**config.mk**
```make
export PLATFORM = sky130hd
export DESIGN_NAME = chk_coverage_tracker
export DESIGN_NICKNAME = d
export VERILOG_FILES = /design/src/rtl/gate_chk_pkg.sv /design/src/rtl/chk_coverage_tracker.sv
export SDC_FILE = /design/constraint.sdc
export NUM_CORES = 1
export LEC_CHECK = 0
export ABC_AREA = 1
export BUFFER_PORTS_ARGS = -buffer_cell sky130_fd_sc_hd__buf_2
export CAP_MARGIN = 20
export CORE_AREA = 2 2 39 41
export DETAILED_ROUTE_END_ITERATION = 7
export DIE_AREA = 0 0 41 43
export PLACE_DENSITY_LB_ADDON = 0.2
export SLEW_MARGIN = 40
export SYNTH_ARGS = -nofsm -noshare
export SYNTH_HDL_FRONTEND = slang
export SYNTH_SLANG_ARGS = --single-unit
```
**constraint.sdc**
```tcl
create_clock -name clk -period 1 [get_ports clk]
set_input_delay 0.05 -clock clk [delete_from_list [all_inputs] [get_ports clk]]
set_output_delay 0.05 -clock clk [all_outputs]
set_load 0.01 [all_outputs]
```
**src/rtl/gate_chk_pkg.sv**
```systemverilog
// ============================================================================
// gate_chk_pkg
// Shared types, truth-table width helper and 2-input gate truth tables.
// Rev 1.0
// ============================================================================
`default_nettype none

package gate_chk_pkg;

    typedef enum logic [1:0] {
        IDLE = 2'd0,
        RUN  = 2'd1,
        DONE = 2'd2
    } chk_state_e;

    function automatic int tt_width(input int n_in);
        return 1 << n_in;
    endfunction

    // Bit i is the gate output for input combination i.
    localparam logic [3:0] TT_XNOR2 = 4'b1001;
    localparam logic [3:0] TT_AND2  = 4'b1000;
    localparam logic [3:0] TT_OR2   = 4'b1110;
    localparam logic [3:0] TT_XOR2  = 4'b0110;

endpackage

`default_nettype wire

```
**src/rtl/chk_coverage_tracker.sv**
```systemverilog
// ============================================================================
// chk_coverage_tracker
// Bitmap of input combinations seen; flags when the current accept completes it.
// Rev 1.0
// ============================================================================
`default_nettype none

module chk_coverage_tracker
    import gate_chk_pkg::*;
#(
    parameter int N_IN = 2
) (
    input  logic            clk,
    input  logic            rst_n,
    input  logic            clear_i,
    input  logic            set_i,
    input  logic [N_IN-1:0] vec_i,
    output logic            all_cov_next_o
);

    localparam int TT_W = tt_width(N_IN);

    logic [TT_W-1:0] cover_q;
    logic [TT_W-1:0] cover_d;
    logic [TT_W-1:0] onehot_w;

    assign onehot_w = {{(TT_W-1){1'b0}}, 1'b1} << vec_i;

    // Only meaningful together with set_i; the top qualifies it with accept.
    assign all_cov_next_o = &(cover_q | onehot_w);

    always_comb begin
        cover_d = cover_q;
        if (clear_i) begin
            cover_d = '0;
        end else if (set_i) begin
            cover_d = cover_q | onehot_w;
        end
    end

    always_ff @(posedge clk or negedge rst_n) begin
        if (!rst_n) begin
            cover_q <= '0;
        end else begin
            cover_q <= cover_d;
        end
    end

endmodule

`default_nettype wire

```
==> summary.md <==
| Metric | Value |
|---|---|
| Max Freq | `960 MHz` |
| RSZ-0062 raised after global routing | `yes` |
| Die extent in x | `41 µm` |
| Last element of the critical path | `all_cov_next_o` |
| Antenna diode instance count | `0` |
| Dominant delay contributor by cell family on the critical path | `flip-flops` |
| Initial antenna violation count | `0` |
| Violated checks | `setup timing` |
| Maximum single-stage delay on the critical path | `0.37 ns` |
| Reg-to-Reg Start | `cover_q[0]` |
| Synthesis-to-layout area growth | `49.1%` |
| Sequential area share after synthesis | `48.5%` |
| Worst R2R Path Depth | `4` |
| Number of different library cells in the post-synthesis netlist | `7` |
| Effective utilization at floorplan | `14.9%` |
| Met2 Usage GRT | `9.06%` |
| Crit Path Class | `reg2out` |
| DR vias | `209` |
| Arrival time at the worst endpoint | `0.99 ns` |
| Global routing's busiest layer | `met2` |
| Setup slack at placement | `0.209 ns` |
| Mean number of vias per cell | `3.73` |
| Global-route usage over all layers | `6.85%` |
| Root buf cell | `clkbuf_4` |
| Via count of the first global-routing pass | `191` |
| Met3 Usage GRT | `4.71%` |
| Final GP Congestion | `0.589` |
| Post-detailed-placement cell area | `256 µm²` |
| CTS buffer count | `3` |
| Top-Level Pins | `7` |
| Class of the tightest hold or removal check | `in2reg` |
| Number of hold violations in the final report | `0` |
| Die outline area | `1760 µm²` |
| Category of the worst setup path capture point | `primary output` |
| Sort of element at the start of the critical path | `register` |
| First-pass GRT wire length | `731 µm` |
| Worst hold slack across all endpoints | `0.108 ns` |
| Post-synthesis instance area | `206 µm²` |
| Area of the core | `1380 µm²` |
| Number of nets in the finished design | `48` |
| Final global-route overflow total | `0` |
| Final core area utilization | `22.2%` |
| Routed wirelength normalized by instance count | `7.79 µm` |
| Post-synthesis sequential element count | `4` |
| Met1 Usage GRT | `6.82%` |
| Total non-filler cell area in the finished layout | `308 µm²` |
| Critical register-to-register path endpoint | `cover_q[0]` |
| Number of flip-flops in the largest register | `4` |
| Post-Synthesis Net Count | `35` |
| Top flop regs | `cover_q (4)` |
| Clock sink count | `4` |
| Ordered list of cells on the worst path | `o21bai_4 -> nand2_1 -> nor2_1 -> buf_2` |
| Placed wire-length estimate | `346 µm` |
| Pins over their slew limit | `0` |
| Total power per unit cell area | `1360 nW/µm²` |
| Overall power of the completed layout | `0.419 mW` |
| Slowest stage cell on the critical path | `dfrtp_1` |
| Largest vdd supply drop | `390 µV` |
| Status | `finished, violations left` |
| Accumulated negative setup slack | `-0.0419 ns` |
| # H-tree levels | `1` |
| YS warnings | `0` |
| Number of failing setup endpoints in the final timing report | `1` |
| Longest Clk Path Bufs | `2` |
| Detail Route Antenna Nets | `0` |
| Final period util | `104%` |
| Drt total wl | `436 µm` |
| Largest fanout on the critical path | `2` |
| Insertion delay to the later sink of the worst-skew pair | `0.23 ns` |
| Max-capacitance violation count | `0` |
| Worst-Margin Slew | `0.135 ns` |
| Post-route non-filler standard cell count | `56` |
| Register with the most flip-flops | `cover_q` |
| Total of buffers placed on input and output ports | `6` |
| Average cell area after synthesis | `7.12 µm²` |
| Worst path depth | `4` |
| WP data required | `0.95 ns` |
| Drc violations | `0` |
| Critical path startpoint | `cover_q[0]` |
| Dpl cells | `51` |
| Leakage component of the power | `0.167 nW` |
| Clock input transition at the sequential cells of the worst setup and hold paths | `0.03 ns` |
| Number of standard cells after synthesis | `29` |
| Worst clock skew on the final layout | `0 ns` |
| Fin crit period | `1.04 ns` |
| Worst setup slack for register-to-register paths | `0.14 ns` |
| Final Worst Setup Slack | `-0.0419 ns` |
| Initial detailed-routing violation count | `0` |
| Height of the die | `43 µm` |
| Combined buffer and inverter count along the critical path | `1` |
| Maximum number of pins on one net before global-route repair | `5` |
| Headroom to the max-slew limit | `90.9%` |
| Standard-cell row count | `14` |
| Clock tree from TritonCTS | `yes` |
| Detailed-routing iteration count for the pre-antenna-repair pass | `1` |
| Share of post-route cells with drive strength above 1 | `30.0%` |
## cells in the final DEF, fill, tap and decap left out
master / count
o21bai_4: 1
buf_4: 1
dfrtp_1: 4
inv_1: 6
nand2_1: 8
o21ai_0: 4
dlygate4sd3_1: 1
clkbuf_4: 3
buf_2: 6
nor2_1: 2
inv_2: 1
a21oi_1: 3
## report_power, final
group / leakage (nW) / switching, mW / internal, mW / total (mW)
Clock: 0.0138 / 0.0545 / 0.133 / 0.188
Combinational: 0.0984 / 0.0308 / 0.0280 / 0.0588
Sequential: 0.0545 / 0.00308 / 0.169 / 0.173
## logic make-up after synthesis
family                 share of synthesized area [%]
and+or+nand+nor                                 18.2
AOI/OAI and AO/OA                               20.6
buffers and inverters                           12.7
DFF                                             48.5
## Yosys cell counts
cell | n | area, µm²
o21ai_0 | 4 | 20.0
dfrtp_1 | 4 | 100
a21oi_1 | 3 | 15.0
inv_1 | 7 | 26.3
nand2_1 | 8 | 30.0
o21bai_1 | 1 | 7.51
nor2_1 | 2 | 7.51
## per-layer routing
metal  vias up  share of wire (%)
met2         5                 56
met4         0                  0
met3         0                7.1
li1        111                  -
met5         -                  0
met1        93                 37
## area by class of cell
| class | instances | area, µm² |
|---|---|---|
| inverter | 7 | 26.3 |
| multi-input combinational | 18 | 91.3 |
| sequential | 4 | 100 |
| timing repair buffer | 8 | 47.5 |
| fill | 158 | 1080 |
| clock buffer | 3 | 22.5 |
| tap | 16 | 20.0 |
## repair_timing
item / CTS / global route
buffers inserted: 1 / 0
endpoints found under the setup margin: 1 / 1
resized for setup: 0 / 3
endpoints found under the hold margin: 4 / 0
pin swaps: 0 / 1
hold buffers: 1 / 0
## worst register-to-register path, cell delays in order (launching register included)
cell and delay (ns):
dfrtp_1 0.37, o21bai_4 0.17, buf_4 0.13, inv_1 0.04, nor2_1 0.03
## worst min-delay path by stage
stage	start	slack [ns]	depth (start not counted)	end
2_1_floorplan	rst_n	-0.25	0	cover_q[0]
3_3_place_gp	rst_n	-0.14	1	cover_q[1]
3_5_place_dp	rst_n	-0.14	1	cover_q[1]
4_1_cts	clear_i	0.11	4	cover_q[2]
5_1_grt	clear_i	0.14	4	cover_q[2]
6_report	clear_i	0.11	4	cover_q[2]
Power figures use the tool's default switching activity.
